**config.mk**
```make
export PLATFORM = sky130hd
export DESIGN_NAME = pan_tilt_servo_ctrl
export DESIGN_NICKNAME = d
export VERILOG_FILES = /design/src/rtl/pan_tilt_servo_ctrl.sv
export SDC_FILE = /design/constraint.sdc
export NUM_CORES = 1
export LEC_CHECK = 0
export BUFFER_PORTS_ARGS = -buffer_cell sky130_fd_sc_hd__buf_2
export CELL_PAD_IN_SITES_DETAIL_PLACEMENT = 1
export CELL_PAD_IN_SITES_GLOBAL_PLACEMENT = 2
export CORE_ASPECT_RATIO = 0.8
export CORE_MARGIN = 2
export CORE_UTILIZATION = 42
export DETAILED_ROUTE_END_ITERATION = 8
export PLACE_DENSITY = 0.91
export SLEW_MARGIN = 30
export SYNTH_ARGS = -nofsm -noshare
export SYNTH_HDL_FRONTEND = slang
export SYNTH_SLANG_ARGS = --single-unit
export TNS_END_PERCENT = 100
```
**constraint.sdc**
```tcl
create_clock -name clk -period 5.91 [get_ports clk]
set_input_delay 0.8865 -clock clk [delete_from_list [all_inputs] [get_ports clk]]
set_output_delay 0.8865 -clock clk [all_outputs]
set_load 0.02 [all_outputs]
```
**src/rtl/pan_tilt_servo_ctrl.sv**
```systemverilog
// Pan/tilt servo controller: steers two 50 Hz servo PWM channels toward a tracked
// target centroid, holds on target loss and slews home after a timeout.
module pan_tilt_servo_ctrl #(
  parameter int unsigned CLK_PER_US  = 100,
  parameter int unsigned PERIOD_US   = 20000,
  parameter int unsigned MIN_US      = 1000,
  parameter int unsigned MAX_US      = 2000,
  parameter int unsigned CENTER_US   = 1500,
  parameter int unsigned CX          = 320,
  parameter int unsigned CY          = 240,
  parameter int unsigned DEADBAND    = 16,
  parameter int unsigned SHIFT       = 4,
  parameter int unsigned MAX_STEP    = 20,
  parameter int unsigned LOST_FRAMES = 30,
  parameter int unsigned RETURN_STEP = 10,
  parameter bit          PAN_INV     = 1'b0,
  parameter bit          TILT_INV    = 1'b0
) (
  input  logic        clk,
  input  logic        reset,
  input  logic        vsync_in,
  input  logic [9:0]  aim_x,
  input  logic [9:0]  aim_y,
  input  logic        aim_detected,
  input  logic        track_en,
  output logic        pan_pwm,
  output logic        tilt_pwm,
  output logic [10:0] pan_us,
  output logic [10:0] tilt_us,
  output logic [1:0]  state,
  output logic        on_target
);

  localparam logic [10:0] MinUs     = 11'(MIN_US);
  localparam logic [10:0] MaxUs     = 11'(MAX_US);
  localparam logic [10:0] CenterUs  = 11'(CENTER_US);
  localparam logic [10:0] Deadband  = 11'(DEADBAND);
  localparam logic [10:0] MaxStep   = 11'(MAX_STEP);
  localparam logic [10:0] RetStep   = 11'(RETURN_STEP);
  localparam logic [5:0]  LostMax   = 6'(LOST_FRAMES);
  localparam logic signed [10:0] CxS = 11'(CX);
  localparam logic signed [10:0] CyS = 11'(CY);
  localparam logic [15:0] PrescMax  = 16'(CLK_PER_US - 1);
  localparam logic [15:0] UsMax     = 16'(PERIOD_US - 1);

  typedef enum logic [1:0] {StTrack = 2'd0, StHold = 2'd1, StReturn = 2'd2} state_e;

  function automatic logic [10:0] magnitude(input logic signed [10:0] err);
    logic [10:0] m;
    if (err[10]) m = 11'(-err);
    else         m = 11'(err);
    return m;
  endfunction

  function automatic logic [10:0] track_axis(input logic [10:0] pos,
                                             input logic signed [10:0] err,
                                             input logic inv);
    logic [10:0] mag, sh, step, res;
    logic [11:0] up_sum;
    mag = magnitude(err);
    sh  = mag >> SHIFT;
    if (sh == 11'd0)      step = 11'd1;
    else if (sh > MaxStep) step = MaxStep;
    else                  step = sh;
    up_sum = {1'b0, pos} + {1'b0, step};
    res = pos;
    if (mag > Deadband) begin
      if (err[10] == inv) res = (up_sum > {1'b0, MaxUs}) ? MaxUs : up_sum[10:0];
      else res = ({1'b0, pos} < ({1'b0, MinUs} + {1'b0, step})) ? MinUs : pos - step;
    end
    return res;
  endfunction

  function automatic logic [10:0] return_axis(input logic [10:0] pos);
    logic [10:0] res;
    res = pos;
    if (pos > CenterUs)      res = ((pos - CenterUs) > RetStep) ? pos - RetStep : CenterUs;
    else if (pos < CenterUs) res = ((CenterUs - pos) > RetStep) ? pos + RetStep : CenterUs;
    return res;
  endfunction

  // vsync synchroniser; armed_q blocks an edge from a vsync already high at reset release
  logic       vs1_q, vs2_q, vs3_q, armed_q;
  logic [1:0] vld_q;
  logic       evt;

  always_ff @(posedge clk or posedge reset) begin
    if (reset) begin
      vs1_q   <= 1'b0;
      vs2_q   <= 1'b0;
      vs3_q   <= 1'b0;
      vld_q   <= 2'b00;
      armed_q <= 1'b0;
    end else begin
      vs1_q   <= vsync_in;
      vs2_q   <= vs1_q;
      vs3_q   <= vs2_q;
      vld_q   <= {vld_q[0], 1'b1};
      armed_q <= armed_q | (vld_q[1] & ~vs2_q);
    end
  end

  assign evt = vs2_q & ~vs3_q & armed_q;

  state_e             st_q, st_d;
  logic [5:0]         lost_q, lost_d, lost_inc;
  logic [10:0]        pan_q, pan_d, tilt_q, tilt_d;
  logic               on_q, on_d;
  logic signed [10:0] err_x, err_y;

  always_comb begin
    st_d     = st_q;
    lost_d   = lost_q;
    pan_d    = pan_q;
    tilt_d   = tilt_q;
    on_d     = on_q;
    err_x    = $signed({1'b0, aim_x}) - CxS;
    err_y    = $signed({1'b0, aim_y}) - CyS;
    lost_inc = (lost_q == 6'h3f) ? lost_q : lost_q + 6'd1;
    if (!track_en) begin
      on_d = 1'b0;
    end else if (evt) begin
      on_d = aim_detected && (magnitude(err_x) <= Deadband) && (magnitude(err_y) <= Deadband);
      if (aim_detected) begin
        st_d   = StTrack;
        lost_d = 6'd0;
        pan_d  = track_axis(pan_q, err_x, PAN_INV);
        tilt_d = track_axis(tilt_q, err_y, TILT_INV);
      end else begin
        unique case (st_q)
          StTrack, StHold: begin
            lost_d = lost_inc;
            st_d   = (lost_inc >= LostMax) ? StReturn : StHold;
          end
          StReturn: begin
            pan_d  = return_axis(pan_q);
            tilt_d = return_axis(tilt_q);
          end
          default: st_d = StTrack;
        endcase
      end
    end
  end

  always_ff @(posedge clk or posedge reset) begin
    if (reset) begin
      st_q   <= StTrack;
      lost_q <= 6'd0;
      pan_q  <= CenterUs;
      tilt_q <= CenterUs;
      on_q   <= 1'b0;
    end else begin
      st_q   <= st_d;
      lost_q <= lost_d;
      pan_q  <= pan_d;
      tilt_q <= tilt_d;
      on_q   <= on_d;
    end
  end

  // PWM frame timing; widths are only sampled at the frame wrap
  logic [15:0] presc_q, presc_d, us_q, us_d;
  logic [10:0] wpan_q, wpan_d, wtilt_q, wtilt_d;
  logic        pan_pwm_q, pan_pwm_d, tilt_pwm_q, tilt_pwm_d;
  logic        tick;

  always_comb begin
    tick    = (presc_q == PrescMax);
    presc_d = tick ? 16'd0 : presc_q + 16'd1;
    us_d    = us_q;
    wpan_d  = wpan_q;
    wtilt_d = wtilt_q;
    if (tick) begin
      if (us_q == UsMax) begin
        us_d    = 16'd0;
        wpan_d  = pan_q;
        wtilt_d = tilt_q;
      end else begin
        us_d = us_q + 16'd1;
      end
    end
    pan_pwm_d  = us_d < {5'd0, wpan_d};
    tilt_pwm_d = us_d < {5'd0, wtilt_d};
  end

  always_ff @(posedge clk or posedge reset) begin
    if (reset) begin
      presc_q    <= 16'd0;
      us_q       <= 16'd0;
      wpan_q     <= CenterUs;
      wtilt_q    <= CenterUs;
      pan_pwm_q  <= 1'b0;
      tilt_pwm_q <= 1'b0;
    end else begin
      presc_q    <= presc_d;
      us_q       <= us_d;
      wpan_q     <= wpan_d;
      wtilt_q    <= wtilt_d;
      pan_pwm_q  <= pan_pwm_d;
      tilt_pwm_q <= tilt_pwm_d;
    end
  end

  assign pan_pwm   = pan_pwm_q;
  assign tilt_pwm  = tilt_pwm_q;
  assign pan_us    = pan_q;
  assign tilt_us   = tilt_q;
  assign state     = st_q;
  assign on_target = on_q;

endmodule

```
==> impl_metrics.json, run 1 <==
{
  "cts_max_path_buffers": 2,
  "syn_avg_cell_area_um2": 8.35,
  "hold_depth": 0,
  "cp_top_family": "compound AO/OA/AOI/OAI gates",
  "cts_resized": 0,
  "leakagePower_nw": 4.33,
  "path_buf_inv": 3,
  "synth_top_family_by_area": "compound AO/OA/AOI/OAI gates",
  "routed_via_density": 5.93,
  "tritoncts": "built",
  "hold_buffers": 0,
  "synth_top_area_cell": "dfrtp_1",
  "yosysMostFrequentCell": "nor2_1",
  "gp_congestion": 0.833,
  "core_area_um2": 21700,
  "period_share": 0.906,
  "routedWlPerCell_um": 19.3,
  "cp_slowest_cell": "fa_1",
  "rsz0062_at_grt": "no",
  "synth_xor_xnor_area_share": 0.0628,
  "endpoint_kind": "flip-flop",
  "status": "completed",
  "crit_top_cell": "a21oi_1",
  "cts_sinks": 93,
  "start_util": 0.431,
  "synth_top_flop_cell": "dfrtp_1",
  "min_to": "vld_q[1]$_DFF_PP0_",
  "max_cap_viol_count": 0,
  "dpl.hpwl_um": 21400,
  "tns_ns": 0,
  "grt_pass1_wl_um": 46100,
  "die_h_um": 137,
  "hp-class": "reg2reg",
  "synth_cell_types": 109,
  "hold_path.startpoint": "vld_q[0]$_DFF_PP0_",
  "reg2reg_to": "tilt_pwm$_DFF_PP0_",
  "synth_cells": 1118,
  "fillers": 2640,
  "crit_arrival_ns": 5.63,
  "wl_um": 27900,
  "cp.required_ns": 6.19,
  "synthAdderAreaFrac": 0.130,
  "num_vias": 8570,
  "grt_antenna_before_repair": 0,
  "cts_buffers": 9,
  "crit_fanout": 12,
  "p_per_area_nw_per_um2": 375,
  "synth_compound_area_frac": 0.243,
  "post-route-util": 0.465,
  "nNetsFinal": 1257,
  "async_reset_ff_frac": 1.00,
  "final_cell_area_um2": 10100,
  "grt_overflow_total": 0,
  "peakVddDrop_mv": 0.226,
  "yosys-top-cells-area": "dfrtp_1, ha_1, dfstp_2",
  "setup_viol": 0,
  "fmax_ghz": 0.187,
  "critPathMaxStageDelay_ns": 0.42,
  "grt_pass1_vias": 8385,
  "rr_worst_depth": 13,
  "hold_violations": 0,
  "cts.clk_slew.worst_paths_ns": 0.07,
  "cts.root.buffer_cell": "clkbuf_16",
  "fin_crit_ns": 5.35,
  "placed_area_um2": 9770,
  "drv_slew": 0,
  "path_cells": "buf_2 > inv_1 > ha_1 > and2b_2 > or2_2 > a21oi_1 > a21oi_1 > o32ai_1 > nor2_1 > a211oi_1 > ha_1 > inv_1 > fa_1 > a21oi_1 > nand4bb_1 > a21oi_1 > o22ai_1 > nor2_1 > a221oi_1 > a21oi_1 > a21oi_1",
  "relSlewSlack": 0.410,
  "fp.dieW_um": 171,
  "route.detailed.drc": 0,
  "layout-drive-gt1-share": 0.143,
  "drt_iter0_markers": 615,
  "placementRows": 48,
  "synth_area_um2": 9340,
  "crit_type": "in2reg",
  "ant_nets": 0,
  "yosys_warnings": 0,
  "htree_levels": 3,
  "grt_max_degree": 55,
  "whs_ns": 0.359,
  "first_pass_iters": 5,
  "multi_input_area_um2": 6440,
  "cts_setup_buffers": 0,
  "tightest_slew_ns": 0.886,
  "critPathLaunchType": "primary input",
  "clock_latency_ns": 0.35,
  "rrSetupSlack_ns": 1.41,
  "synth_edf_count": 0,
  "seq_area_um2": 2360,
  "synth_mux_area_frac": 0.0314,
  "synthTopCellsByCount": "nor2_1, ha_1, nand2_1",
  "total_power_mw": 3.78,
  "area_growth_pct": 7.90,
  "synth_top_area_share": 0.174,
  "synth-seq-area-share": 0.253,
  "numPortBuffers": 51,
  "clock_skew_ns": 0.00672,
  "fp.dieArea_um2": 23500,
  "synth-simple-area-share": 0.216,
  "grt_usage": 0.246,
  "ys_ff_latch": 93,
  "io_pins": 52,
  "reg2reg_from": "presc_q[0]$_DFF_PP0_"
}
## power by group
part	total (mW)	internal (mW)	switching, mW	leakage, nW
Clock	0.605	0.339	0.266	0.149
Sequential	1.09	0.738	0.357	1.15
Combinational	2.08	0.830	1.25	3.03
## worst register-to-register path, stage by stage, from the launching register on
cell and delay (ns):
dfrtp_1 0.40, ha_1 0.27, nor4b_1 0.35, nand4_1 0.64, nor2_2 0.64, buf_4 0.32, nor2_1 0.15, ha_1 0.33
a21o_1 0.17, a21o_1 0.18, or4_1 0.40, a31oi_1 0.16, o21bai_1 0.10, a21oi_1 0.29
## final cells by class
type / count / area share
Antenna cell: 1 / 0.000248
Clock buffer: 10 / 0.0237
Clock inverter: 6 / 0.00608
Inverter: 74 / 0.0278
Multi-Input combinational cell: 901 / 0.639
Sequential cell: 93 / 0.234
Tap cell: 300 / 0.0372
Timing Repair Buffer: 59 / 0.0313
## routing by layer
| layer | vias to the layer above | part of all wire | track usage |
|---|---|---|---|
| li1 | 4109 | - | - |
| met2 | 163 | 0.42 | 0.368 |
| met1 | 4286 | 0.53 | 0.386 |
| met4 | 0 | 0.0052 | 0.0299 |
| met5 | - | 0 | 0 |
| met3 | 12 | 0.036 | 0.0299 |
## cell usage in the layout (no fill, tap or decap), types with 23 or more instances in the layout
master,n
nor2b_1,23
o21ai_0,59
nand3_1,43
buf_2,51
ha_1,90
nor3_1,26
xnor2_1,46
nand2_1,82
dfstp_2,28
nor2_1,92
dfrtp_1,65
a21oi_1,51
inv_1,71
## stage by stage
| step | setup slack (ns) | std cells |
|---|---|---|
| global placement | 0.383 | 1427 |
| global route | 0.102 | 1443 |
| detailed placement | 0.225 | 1427 |
| CTS | 0.605 | 1443 |
| finish | 0.558 | 1444 |
| floorplan | 1.06 | 1131 |
## sequential cells by signal (all words and copies together), names as in the netlist, 2 cells and up
register,count
wtilt_q,11
wpan_q,11
lost_q,6
tilt_us,11
vld_q,2
presc_q,16
us_q,16
pan_us,11
state,2
## worst max path at each step
stage                     startpoint                      to  depth (start not counted)
after CTS                   aim_y[4]  tilt_us[2]$_DFFE_PP1P_                         19
final                       aim_x[6]   pan_us[9]$_DFFE_PP0P_                         21
after floorplan             aim_y[4]  tilt_us[2]$_DFFE_PP1P_                         20
after detailed placement    aim_y[4]  tilt_us[2]$_DFFE_PP1P_                         20
after global placement      aim_x[6]   pan_us[9]$_DFFE_PP0P_                         21
after global routing        aim_x[6]   pan_us[9]$_DFFE_PP0P_                         21
## cell families after synthesis
logic type,count (synthesis)
AND/OR/NAND/NOR,389
AO/OA/AOI/OAI,308
other,2
XOR/XNOR,67
multiplexers,27
flip-flops,93
adder cells (fa/ha/maj),95
buffers and inverters,137
(Power assumes the default switching activity.)
==> run 2, diff against run 1 <==
--- a/config.mk
+++ b/config.mk
@@ -8,7 +8,6 @@
 export BUFFER_PORTS_ARGS = -buffer_cell sky130_fd_sc_hd__buf_2
 export CELL_PAD_IN_SITES_DETAIL_PLACEMENT = 1
 export CELL_PAD_IN_SITES_GLOBAL_PLACEMENT = 2
-export CORE_ASPECT_RATIO = 0.8
 export CORE_MARGIN = 2
 export CORE_UTILIZATION = 42
 export DETAILED_ROUTE_END_ITERATION = 8
==> run 2 against run 1 <==
Setup slack improved by 0.074 ns. Flip-flop and latch count unchanged. Sequential power about the same. Wire length decreased by 0.38%. Via count decreased by 0.57%. Combinational power about the same. Critical path depth unchanged. Total power increased by 0.20%. Global-route usage decreased by 0.48 points. Sequential share of layout area about the same. Critical path type unchanged.
==> impl_metrics.json, run 2 (synthesis gave the netlist of run 1 again) <==
{
  "cts_setup_buffers": 0,
  "drv_slew": 0,
  "placedCellCount": 1409,
  "multi_input_area_um2": 6440,
  "routed_via_density": 5.98,
  "tightest_slew_ns": 0.834,
  "grt_usage": 0.241,
  "rrSetupSlack_ns": 1.81,
  "cp-endpoint": "tilt_us[7]$_DFFE_PP1P_",
  "grt_antenna_before_repair": 0,
  "layout-drive-gt1-share": 0.144,
  "rr_worst_depth": 14,
  "num_vias": 8521,
  "combPwrFrac": 0.550,
  "drt_iter0_markers": 539,
  "fp.dieArea_um2": 23400,
  "hold_buffers": 0,
  "pre_cts_ws_ns": 0.332,
  "final_cells": 1425,
  "start_util": 0.428,
  "numPortBuffers": 51,
  "ant_nets": 0,
  "nNetsFinal": 1259,
  "reg2reg_from": "presc_q[0]$_DFF_PP0_",
  "relSlewSlack": 0.444,
  "crit_fanout": 8,
  "largest_registers": "presc_q (16), us_q (16)",
  "area_growth_pct": 7.82,
  "endpoint_kind": "flip-flop",
  "tritoncts": "built",
  "wl_um": 27800,
  "period_share": 0.893,
  "clock_skew_ns": 0.0117,
  "pwr-share-clk": 0.158,
  "crit_arrival_ns": 5.56,
  "cts_sinks": 93,
  "hp-class": "reg2reg",
  "core_area_um2": 21800,
  "critPathLaunchType": "primary input",
  "fillers": 2644,
  "grt_pass1_wl_um": 46700,
  "grt_max_degree": 65,
  "cts.clk_slew.worst_paths_ns": 0.07,
  "seq_area_um2": 2360,
  "reg2reg_to": "tilt_pwm$_DFF_PP0_",
  "peakVddDrop_mv": 0.139,
  "tns_ns": 0,
  "cp.required_ns": 6.20,
  "crit_path_start": "aim_y[4]",
  "path_cells": "buf_2 > ha_1 > buf_4 > a311oi_4 > nand2_1 > o211ai_1 > o21ai_0 > a41oi_1 > o211ai_1 > o21ai_0 > ha_1 > inv_1 > fa_1 > nor3_1 > nor3_2 > mux2_2 > nor4_2 > a2111oi_4 > o21ai_1 > nand3_1 > a31o_1",
  "crit_type": "in2reg",
  "layout_commonest_cell": "nor2_1",
  "max_cap_viol_count": 0,
  "worst-path-stages": 21,
  "first_pass_iters": 7,
  "rsz0062_at_grt": "no",
  "switching_share": 0.506,
  "route.detailed.drc": 0,
  "leakagePower_nw": 4.34,
  "cp_top_family": "compound AO/OA/AOI/OAI gates",
  "grt_overflow_total": 0,
  "internal-power_mw": 1.87,
  "placementRows": 54,
  "clock_latency_ns": 0.36,
  "final_cell_mix": "nor2_1, ha_1, nand2_1",
  "cp_slowest_cell": "fa_1",
  "gp_congestion": 0.842,
  "fin_crit_ns": 5.28,
  "whs_ns": 0.354,
  "cts_buffers": 9,
  "power_switching_mw": 1.91,
  "die_h_um": 153,
  "setup_slack_ns": 0.631,
  "cts_resized": 0,
  "critPathMaxStageDelay_ns": 0.41,
  "dpl.hpwl_um": 20800,
  "hold_violations": 0,
  "path_buf_inv": 3,
  "grt_pass1_vias": 8877,
  "htree_levels": 3,
  "setup_viol": 0,
  "routedWlPerCell_um": 19.5,
  "p_per_area_nw_per_um2": 376,
  "seqPwrFrac": 0.292,
  "io_pins": 52,
  "cts.root.buffer_cell": "clkbuf_16",
  "insertedDiodeCount": 0,
  "fmax_ghz": 0.189,
  "status": "completed",
  "fp.dieW_um": 153,
  "cts_max_path_buffers": 2
}
[run 2: per-stage QoR]
step	utilization	power (mW)	area, um2
2_1_floorplan	-	2.57	9390
3_3_place_gp	0.447	3.12	9760
3_5_place_dp	0.447	3.16	9760
4_1_cts	0.461	3.76	10100
5_1_grt	0.461	4.07	10100
6_report	0.461	3.78	10100
[run 2: how the worst min path moves through the flow]
stage	depth (start not counted)	endpoint	slack (ns)	from
final	0	vs2_q$_DFF_PP0_	0.35	vs1_q$_DFF_PP0_
after global routing	0	vs2_q$_DFF_PP0_	0.37	vs1_q$_DFF_PP0_
after CTS	0	vs2_q$_DFF_PP0_	0.36	vs1_q$_DFF_PP0_
after detailed placement	0	vs2_q$_DFF_PP0_	0.35	vs1_q$_DFF_PP0_
after global placement	0	vld_q[1]$_DFF_PP0_	0.34	vld_q[0]$_DFF_PP0_
after floorplan	0	vld_q[1]$_DFF_PP0_	0.33	vld_q[0]$_DFF_PP0_
[run 2: layout make-up]
| class | count | share of cell area |
|---|---|---|
| Timing Repair Buffer | 61 | 0.0328 |
| Clock buffer | 9 | 0.0224 |
| Sequential cell | 93 | 0.235 |
| Tap cell | 280 | 0.0348 |
| Inverter | 74 | 0.0278 |
| Multi-Input combinational cell | 901 | 0.640 |
| Clock inverter | 7 | 0.00795 |
[run 2: power by group through the flow]
stage | clock network, mW | logic (mW) | registers (mW)
after global placement | 0 | 2.01 | 1.11
after global routing | 0.623 | 2.31 | 1.14
final | 0.596 | 2.08 | 1.11
after floorplan | 0 | 1.64 | 0.926
after detailed placement | 0 | 2.05 | 1.11
after CTS | 0.603 | 2.06 | 1.10
[run 2: metal layers]
metal | wire length, um | global-route usage
met1 | 13500 | 0.335
met2 | 13200 | 0.407
met4 | 297 | 0.0445
met3 | 869 | 0.0309
met5 | 0 | 0
[run 2: worst register-to-register path, cell delays in order, from the launching register on]
cell and delay (ns):
dfrtp_1 0.40, ha_1 0.23, nor4b_1 0.32, nand4_1 0.55, nor2_2 0.29, buf_4 0.34, mux2_2 0.40, inv_1 0.06
ha_1 0.24, a21o_1 0.17, a21o_1 0.18, or4_1 0.41, a31oi_1 0.15, o21bai_1 0.14, a21oi_1 0.16
